## src/rtl/bclk_mon_pkg.sv

```systemverilog
// bclk_mon_pkg: shared states, default parameters and range helper for the bit-clock monitor.
package bclk_mon_pkg;
  typedef enum logic [1:0] {IDLE, ACQUIRE, TRACK, LOCKED} state_e;
  localparam int DEF_SYNC_STAGES    = 2;
  localparam int DEF_CNT_W          = 16;
  localparam int DEF_PERIOD_MIN     = 90;
  localparam int DEF_PERIOD_MAX     = 110;
  localparam int DEF_LOCK_COUNT     = 4;
  localparam int DEF_TIMEOUT_CYCLES = 256;
  function automatic logic in_range(input int unsigned p, input int unsigned lo, input int unsigned hi);
    return (p >= lo) && (p <= hi);
  endfunction
endpackage

```

## src/rtl/sync_edge_detect.sv

```systemverilog
// sync_edge_detect: multi-flop synchroniser with registered rise/fall pulses.
module sync_edge_detect import bclk_mon_pkg::*; #(
  parameter int STAGES = DEF_SYNC_STAGES
) (
  input  logic clk_i,
  input  logic rst_ni,
  input  logic d_i,
  output logic level_o,
  output logic rise_o,
  output logic fall_o
);
  logic [STAGES-1:0] sync_q;
  logic dly_q, rise_q, fall_q;
  always_ff @(posedge clk_i) begin
    if (!rst_ni) begin
      sync_q <= '0;
      dly_q  <= 1'b0;
      rise_q <= 1'b0;
      fall_q <= 1'b0;
    end else begin
      sync_q <= {sync_q[STAGES-2:0], d_i};
      dly_q  <= sync_q[STAGES-1];
      rise_q <= sync_q[STAGES-1] & ~dly_q;
      fall_q <= ~sync_q[STAGES-1] & dly_q;
    end
  end
  assign level_o = sync_q[STAGES-1];
  assign rise_o  = rise_q;
  assign fall_o  = fall_q;
endmodule

```

## src/rtl/bclk_tick_monitor.sv

```systemverilog
// bclk_tick_monitor: bit-clock tick generation, period measurement, lock tracking and stall watchdog.
module bclk_tick_monitor import bclk_mon_pkg::*; #(
  parameter int SYNC_STAGES    = DEF_SYNC_STAGES,
  parameter int CNT_W          = DEF_CNT_W,
  parameter int PERIOD_MIN     = DEF_PERIOD_MIN,
  parameter int PERIOD_MAX     = DEF_PERIOD_MAX,
  parameter int LOCK_COUNT     = DEF_LOCK_COUNT,
  parameter int TIMEOUT_CYCLES = DEF_TIMEOUT_CYCLES
) (
  input  logic             clk_i,
  input  logic             rst_ni,
  input  logic             bclk_i,
  input  logic             enable_i,
  input  logic             clr_timeout_i,
  output logic             tick_rise_o,
  output logic             tick_fall_o,
  output logic [CNT_W-1:0] period_o,
  output logic             period_valid_o,
  output logic             locked_o,
  output logic             timeout_o
);
  localparam int GW = $clog2(LOCK_COUNT + 1);
  localparam logic [CNT_W-1:0] CMAX = '1;
  localparam logic [CNT_W-1:0] WD_TERM = CNT_W'(TIMEOUT_CYCLES - 1);
  state_e state_q, state_d;
  logic [CNT_W-1:0] cnt_q, cnt_d, wd_q, wd_d, period_q, period_d, p;
  logic [GW-1:0] good_q, good_d;
  logic pv_q, pv_d, timeout_q, timeout_d, rise, fall, wd_hit, ok;
  sync_edge_detect #(.STAGES(SYNC_STAGES)) u_sync (
    .clk_i  (clk_i),
    .rst_ni (rst_ni),
    .d_i    (bclk_i),
    .level_o(),
    .rise_o (rise),
    .fall_o (fall)
  );
  always_comb begin
    p         = (cnt_q == CMAX) ? CMAX : cnt_q + 1'b1;
    ok        = in_range(32'(p), PERIOD_MIN, PERIOD_MAX);
    // an edge in the terminal-count cycle suppresses the timeout
    wd_hit    = enable_i && (state_q != IDLE) && !(rise || fall) && (wd_q == WD_TERM);
    state_d   = state_q;
    good_d    = good_q;
    period_d  = period_q;
    pv_d      = 1'b0;
    cnt_d     = rise ? '0 : p;
    wd_d      = (rise || fall || wd_hit) ? '0 : wd_q + 1'b1;
    timeout_d = wd_hit | (timeout_q & ~clr_timeout_i);
    if (!enable_i) begin
      state_d = IDLE;
      cnt_d   = '0;
      wd_d    = '0;
      good_d  = '0;
    end else if (wd_hit) begin
      state_d = ACQUIRE;
      good_d  = '0;
    end else if (state_q == IDLE) begin
      state_d = ACQUIRE;
    end else if (rise && state_q == ACQUIRE) begin
      state_d = TRACK;
    end else if (rise) begin
      period_d = p;
      pv_d     = 1'b1;
      if (!ok) begin
        good_d  = '0;
        state_d = TRACK;
      end else if (state_q == TRACK) begin
        good_d  = good_q + 1'b1;
        state_d = (good_q + 1'b1 == GW'(LOCK_COUNT)) ? LOCKED : TRACK;
      end
    end
  end
  always_ff @(posedge clk_i) begin
    if (!rst_ni) begin
      state_q   <= IDLE;
      cnt_q     <= '0;
      wd_q      <= '0;
      period_q  <= '0;
      good_q    <= '0;
      pv_q      <= 1'b0;
      timeout_q <= 1'b0;
    end else begin
      state_q   <= state_d;
      cnt_q     <= cnt_d;
      wd_q      <= wd_d;
      period_q  <= period_d;
      good_q    <= good_d;
      pv_q      <= pv_d;
      timeout_q <= timeout_d;
    end
  end
  assign tick_rise_o    = rise;
  assign tick_fall_o    = fall;
  assign period_o       = period_q;
  assign period_valid_o = pv_q;
  assign locked_o       = (state_q == LOCKED);
  assign timeout_o      = timeout_q;
endmodule

```

## config.mk

```make
export PLATFORM = sky130hd
export DESIGN_NAME = bclk_tick_monitor
export DESIGN_NICKNAME = d
export VERILOG_FILES = /design/src/rtl/bclk_mon_pkg.sv /design/src/rtl/sync_edge_detect.sv /design/src/rtl/bclk_tick_monitor.sv
export SDC_FILE = /design/constraint.sdc
export NUM_CORES = 1
export LEC_CHECK = 0
export ABC_AREA = 1
export ABC_CLOCK_PERIOD_IN_PS = 1800
export BUFFER_PORTS_ARGS = -buffer_cell sky130_fd_sc_hd__buf_2
export CAP_MARGIN = 30
export CORE_MARGIN = 4
export CORE_UTILIZATION = 40
export DETAILED_ROUTE_END_ITERATION = 8
export SETUP_SLACK_MARGIN = 0.1
export SYNTH_ARGS = -nofsm -noshare
export SYNTH_HDL_FRONTEND = slang
export SYNTH_SLANG_ARGS = --single-unit
```

## constraint.sdc

```tcl
create_clock -name clk_i -period 1.8 [get_ports clk_i]
set_input_delay 0.36 -clock clk_i [delete_from_list [all_inputs] [get_ports clk_i]]
set_output_delay 0.36 -clock clk_i [all_outputs]
set_load 0.01 [all_outputs]
```

==> results_dict.tcl, run 1 <==
set metrics [dict create \
    status "finished with violations" \
    violations "negative setup slack" \
    io_pins 26 \
    required_ps 2030 \
    routed_wirelength_um 7898 \
    antenna_found_initial 0 \
    critical_path.most_common_cell "nor2_4" \
    synthTopCellsByArea "dfxtp_1, nand2_1, nor2_1, inv_1, a21oi_1" \
    grt_max_degree 14 \
    crit_arrival_ps 2200 \
    p_int_mw 2.145 \
    drtAntennaViolNets 0 \
    peakVddDrop_mv 0.3815 \
    grtUsageTotal_pct 18.91 \
    synth_top_family_by_area "simple AND/OR/NAND/NOR gates" \
    fp.dieH_um 92.86 \
    min_path_cells 3 \
    period_share_pct 109.7 \
    start_kind "flop" \
    switching_share_pct 21.56 \
    synth_edf_count 0 \
    period_minus_slack_ps 1974 \
    clkTransAtPathRegs_ps 70 \
    insertion_delay_ps 330 \
    port_buffers 25 \
    grt_pass1_vias 2934 \
    worstRegToRegCells 14 \
    die_x_um 92.86 \
    slew_violations 0 \
    clkPwrFrac_pct 45.6 \
    rows 30 \
    placed_area_sq_um 3596 \
    cts_buffer_depth 2 \
    crit_type "flop to flop" \
    cts_tree "done" \
    nets 533 \
    path_cells "ha_4, nand2_4, nor2_4, nand2_4, nor2_4, buf_6, nor2_4, nand2_2, nor2_4, buf_6, nand3_4, nand3_4, a21oi_2, nor2_1" \
    combPwrFrac_pct 5.2 \
    p_leak_nw 1.979 \
    synthCells 412 \
    cts_root_buf "clkbuf_8" \
    synth_compound_area_share_pct 7.211 \
    timing.hold.ws_ps 213.3 \
    synth_common_cells "nand2_1, nor2_1, dfxtp_1, inv_1, a21oi_1" \
    synthArstFlopShare_pct 0 \
    routedWlPerCell_um 12.66 \
    rsz0062_at_grt "true" \
    timing.fmax_ghz 0.5065 \
    path_depth 14 \
    synth_area_sq_um 2880 \
    hold_buffers 0 \
    critPathBufInv 2 \
    ys.flop_type "dfxtp_1" \
    seq_power_share_pct 49.2 \
    synth_adder_area_share_pct 1.738 \
    yosysTopAreaCellShare_pct 41.70 \
    core_sq_um 6907 \
    cts_buffers 9 \
    max_stage_delay_ps 370 \
    finalSetupTns_ps -1390 \
    tightest_slew_ps 478.5 \
    grt_overflow_total 0 \
    fin_ws_ps -174.2 \
    syn_area_per_cell_sq_um 6.991 \
    finalHoldViolations 0 \
    place_hpwl_um 5220 \
    yosys.area_share.simple_pct 37.32 \
    cp_max_fo 7 \
    die_area_sq_um 8622 \
    p_switching_uw 589.6 \
    yosysUniqueCellTypes 29 \
    post_drt_via_cell_ratio 4.667 \
    setup_viol 23 \
    design_area_sq_um 4514 \
    cts-htree-levels 3 \
    n_antenna_cell 0 \
    grt_first_pass_wirelength_um 13070 \
    cts_sinks 60 \
    ys_ff_latch 60 \
    synthToLayoutAreaGrowth_pct 56.73 \
    maxCapViolCount 0 \
    crit_slowest_cell "dfxtp_4" \
    power.density_nw_per_um2 605.8 \
    max_slew_margin_pct 68.06 \
    gp_congestion 0.8827 \
    vias 2912 \
    cp-end-kind "flop" \
    drive_gt1_share_pct 47.16 \
    yosysSeqAreaShare_pct 41.70 \
    hp-class "input port to flop" \
    dr.pass1.iters 4 \
    synth.most_common_cell "nand2_1" \
    initial_core_util_pct 41.70 \
    drt-initial-drc-count 128 \
    synth-xor-area-share_pct 2.737 \
    syn_nets 421 \
    muxShareOfSynthArea_pct 0 \
    pre_cts_slack_ps -189.7 \
    path_delay_family "simple AND/OR/NAND/NOR gates" \
    yosys_warnings 0 \
    synth_largest_area_cell "dfxtp_1" \
    drc_errors 0 \
    finClkSkew_ps 9.421 \
]
-- cell type report --
cell class / instances / area, sq um
fillers: 584 / 2392
well taps: 96 / 120.1
repair buffers: 109 / 840.8
flip-flops and latches: 60 / 1217
clock buffers: 14 / 172.7
multi-input cells: 284 / 1906
inverters: 60 / 227.7
clock inverters: 1 / 30.03
-- logic make-up after synthesis --
group | Yosys count
flops | 60
simple gates | 231
buf+inv | 68
fa+ha+maj | 4
compound gates | 40
xor+xnor | 9
-- state kept, by name (all words and copies together) (netlist names) --
name,flops
timeout_o,1
wd_q,16
u_sync.sync_q,2
period_valid_o,1
cnt_q,16
u_sync.rise_o,1
u_sync.dly_q,1
state_q,2
u_sync.fall_o,1
good_q,3
period_o,16
-- worst register-to-register path: cells and delay by family, from the launching register on --
| kind | cells | cell delay (ps) |
|---|---|---|
| and+or+nand+nor | 10 | 930 |
| DFF | 1 | 370 |
| buffers and inverters | 2 | 260 |
| adders and majority gates | 1 | 170 |
| AOI/OAI and AO/OA | 1 | 160 |
-- metrics by stage --
stage / power (mW) / instances / util [%]
global placement: 1.473 / 586 / 52.07
floorplan: 1.430 / 412 / -
finish: 2.735 / 624 / 65.36
detailed placement: 1.474 / 586 / 52.07
CTS: 2.753 / 617 / 61.70
global route: 2.844 / 624 / 65.36
-- power groups by stage --
stage | clock network [mW] | registers, mW | logic, mW
after floorplan | 0 | 1.38 | 0.0528
after global placement | 0 | 1.38 | 0.0965
after detailed placement | 0 | 1.38 | 0.0973
after CTS | 1.27 | 1.35 | 0.136
after global routing | 1.34 | 1.35 | 0.157
final | 1.25 | 1.34 | 0.143
-- cells in the final DEF, fill, tap and decap left out, types with 14 or more instances in the layout --
master | synthesis | layout
nor2_1 | 78 | 50
dfxtp_1 | 60 | 51
nand2_2 | 5 | 17
buf_2 | 4 | 25
nor2_4 | 4 | 23
inv_1 | 60 | 54
buf_4 | 0 | 69
nor2_2 | 5 | 14
a21oi_2 | 0 | 22
nand2_1 | 85 | 66
-- per-layer routing --
metal	vias up	wire [um]	global-route usage, %
met1	1355	3408	22.18
met2	39	4129	33.17
met4	0	130	6.593
met5	-	0	0
li1	1506	-	-
met3	12	229	4.874
-- final timing paths --
path / start / end / slack (ps)
worst max-delay path: cnt_q[0] / good_q[2] / -170
worst min-delay path: bclk_i / u_sync.sync_q[0] / 210
worst min register to register: u_sync.dly_q / u_sync.rise_o / 420
worst max register to register: cnt_q[0] / good_q[2] / -170
-- timing repair --
action,4_1_cts,5_1_grt
setup endpoints to repair,36,39
buffers inserted,14,10
hold endpoints to repair,0,0
resized for setup,94,60
gates cloned,2,0
pin swaps,35,32
No activity file was read; power rests on OpenSTA's default activity.
==> run 2, diff against run 1 <==
--- a/config.mk
+++ b/config.mk
@@ -7,5 +7,5 @@
 export LEC_CHECK = 0
 export ABC_AREA = 1
-export ABC_CLOCK_PERIOD_IN_PS = 1800
+export ABC_CLOCK_PERIOD_IN_PS = 2100
 export BUFFER_PORTS_ARGS = -buffer_cell sky130_fd_sc_hd__buf_2
 export CAP_MARGIN = 30
==> constraint.sdc (replaced) <==
create_clock -name clk_i -period 2.1 [get_ports clk_i]
set_input_delay 0.21 -clock clk_i [delete_from_list [all_inputs] [get_ports clk_i]]
set_output_delay 0.21 -clock clk_i [all_outputs]
set_load 0.01 [all_outputs]
==> run 2 against run 1 <==
- global-route usage is 2.4 points lower
- count of clock-buffer cells in the layout fell by 4
- critical endpoint is now good_q[0]
- sequential share of layout area up 4.1 points
- the flow now finishes without violations
- first-iteration DRC count is 21% higher
==> results_dict.tcl, run 2 (same netlist as run 1, synthesis figures left out) <==
set metrics [dict create \
    drtAntennaViolNets 0 \
    port_buffers 25 \
    synthToLayoutAreaGrowth_pct 35.27 \
    post_drt_via_cell_ratio 4.746 \
    die_area_sq_um 8622 \
    final_common_cell "nand2_1" \
    p_leak_nw 1.674 \
    timing.fmax_ghz 0.5014 \
    crit_arrival_ps 2220 \
    p_int_mw 1.886 \
    crit_type "flop to flop" \
    mostFrequentLayoutCells "nand2_1, nor2_1, inv_1" \
    drt-initial-drc-count 155 \
    cts_root_buf "clkbuf_8" \
    finalHoldViolations 0 \
    timing.rr.start "cnt_q[1]" \
    setup_viol 0 \
    fp.dieH_um 92.86 \
    cts_tree "done" \
    cts_buffer_depth 2 \
    switching_share_pct 22.37 \
    clkPwrFrac_pct 48.4 \
    gp_congestion 0.8298 \
    grtUsageTotal_pct 16.53 \
    slew_violations 0 \
    drc_errors 0 \
    rows 30 \
    finClkSkew_ps 10.54 \
    cts_buffers 9 \
    hold_buffers 0 \
    min_to "u_sync.sync_q[0]" \
    required_ps 2330 \
    core_sq_um 6907 \
    place_hpwl_um 4710 \
    maxCapViolCount 0 \
    start_kind "flop" \
    worstRegToRegCells 14 \
    period_share_pct 94.96 \
    total_power_mw 2.429 \
    grt_overflow_total 0 \
    r2r-end "good_q[0]" \
    io_pins 26 \
    routed_wirelength_um 7117 \
    r2r_slack_ps 110 \
    seq_power_share_pct 47.5 \
    cts-htree-levels 3 \
    rsz0062_at_grt "true" \
    grt_pass1_vias 2539 \
    cts_sinks 60 \
    hp-class "input port to flop" \
    grt_max_degree 17 \
    routedWlPerCell_um 12.38 \
    drive_gt1_share_pct 31.94 \
    peakVddDrop_mv 0.3564 \
    power.density_nw_per_um2 623.5 \
    antenna_found_initial 0 \
    cp_max_fo 7 \
    min_path_cells 3 \
    insertion_delay_ps 340 \
    combPwrFrac_pct 4.1 \
    n_antenna_cell 0 \
    p_switching_uw 543.4 \
    initial_core_util_pct 41.70 \
    nets 483 \
    grt_first_pass_wirelength_um 11450 \
    period_minus_slack_ps 1994 \
    timing.hold.ws_ps 60.64 \
    clkTransAtPathRegs_ps 80 \
    tightest_slew_ps 492.9 \
    max_slew_margin_pct 67.10 \
    cp-startpoint "cnt_q[1]" \
    dr.pass1.iters 4 \
    die_x_um 92.86 \
    status "finished, final reports clean" \
    vias 2729 \
    hp-start "bclk_i" \
    cp-end-kind "flop" \
    final_core_util_pct 56.41 \
]
==> run 2: cell count changes in the layout (fill, tap and decap cells not counted), sizes merged <==
cell      change
clkinvlp      +3
clkinv        +1
bufinv        +1
clkbuf        -3
buf          -51
==> run 2: worst max-delay path, stage by stage (launching register included) <==
cell	delay (ps)
dfxtp_2	340
ha_4	170
nand2_2	80
nor2_4	40
nand2_4	100
nor2_4	90
buf_4	160
nor2_4	120
nand2_2	70
nor2_4	160
nand2_4	90
nor2_8	150
nand3_4	100
a21oi_1	140
nor2_1	60
==> run 2: repair_timing <==
action	in CTS	in global routing
buffers inserted	4	6
gates resized for setup	14	60
gates cloned	2	1
setup endpoints to repair	6	36
pin swaps	6	30
==> run 2: worst max path at each step <==
stage                             to  slack (ps)  depth (start not counted)
after CTS                  good_q[0]          90                         14
after detailed placement   good_q[0]         -70                         16
after global placement    state_q[0]         -40                         16
final                      good_q[0]         110                         14
after global routing      state_q[0]        -140                         15
after floorplan            good_q[0]         190                         14
==> run 2: area by class of cell <==
class,instances,area (sq um)
clock buffers,10,137.6
clock inverters,6,87.58
fillers,668,3010
inverters,60,225.2
multi-input cells,284,1640
flip-flops and latches,60,1210
well taps,96,120.1
repair buffers,59,475.5
==> run 2: metal layers <==
layer	global-route usage [%]	wire length [um]	up-vias
met4	8.425	157	0
met5	0	0	-
met2	26.45	3361	44
li1	-	-	1409
met1	21.04	3364	1265
met3	3.249	234	11
==> run 2: power by group through the flow <==
stage	logic [mW]	registers (mW)	clock network, mW
detailed placement	0.0791	1.18	0
global placement	0.0795	1.18	0
global route	0.109	1.15	1.25
finish	0.0989	1.15	1.18
CTS	0.0856	1.15	1.20
floorplan	0.0420	1.18	0
==> run 2: through the flow <==
step	setup TNS (ps)	setup WS [ps]	cells	area (sq um)
5_1_grt	-483.4	-137.2	575	3896
3_3_place_gp	-120.2	-43.01	546	3266
4_1_cts	0	86.60	568	3633
6_report	0	105.8	575	3896
2_1_floorplan	0	187.1	412	2880
3_5_place_dp	-234.5	-70.06	546	3266
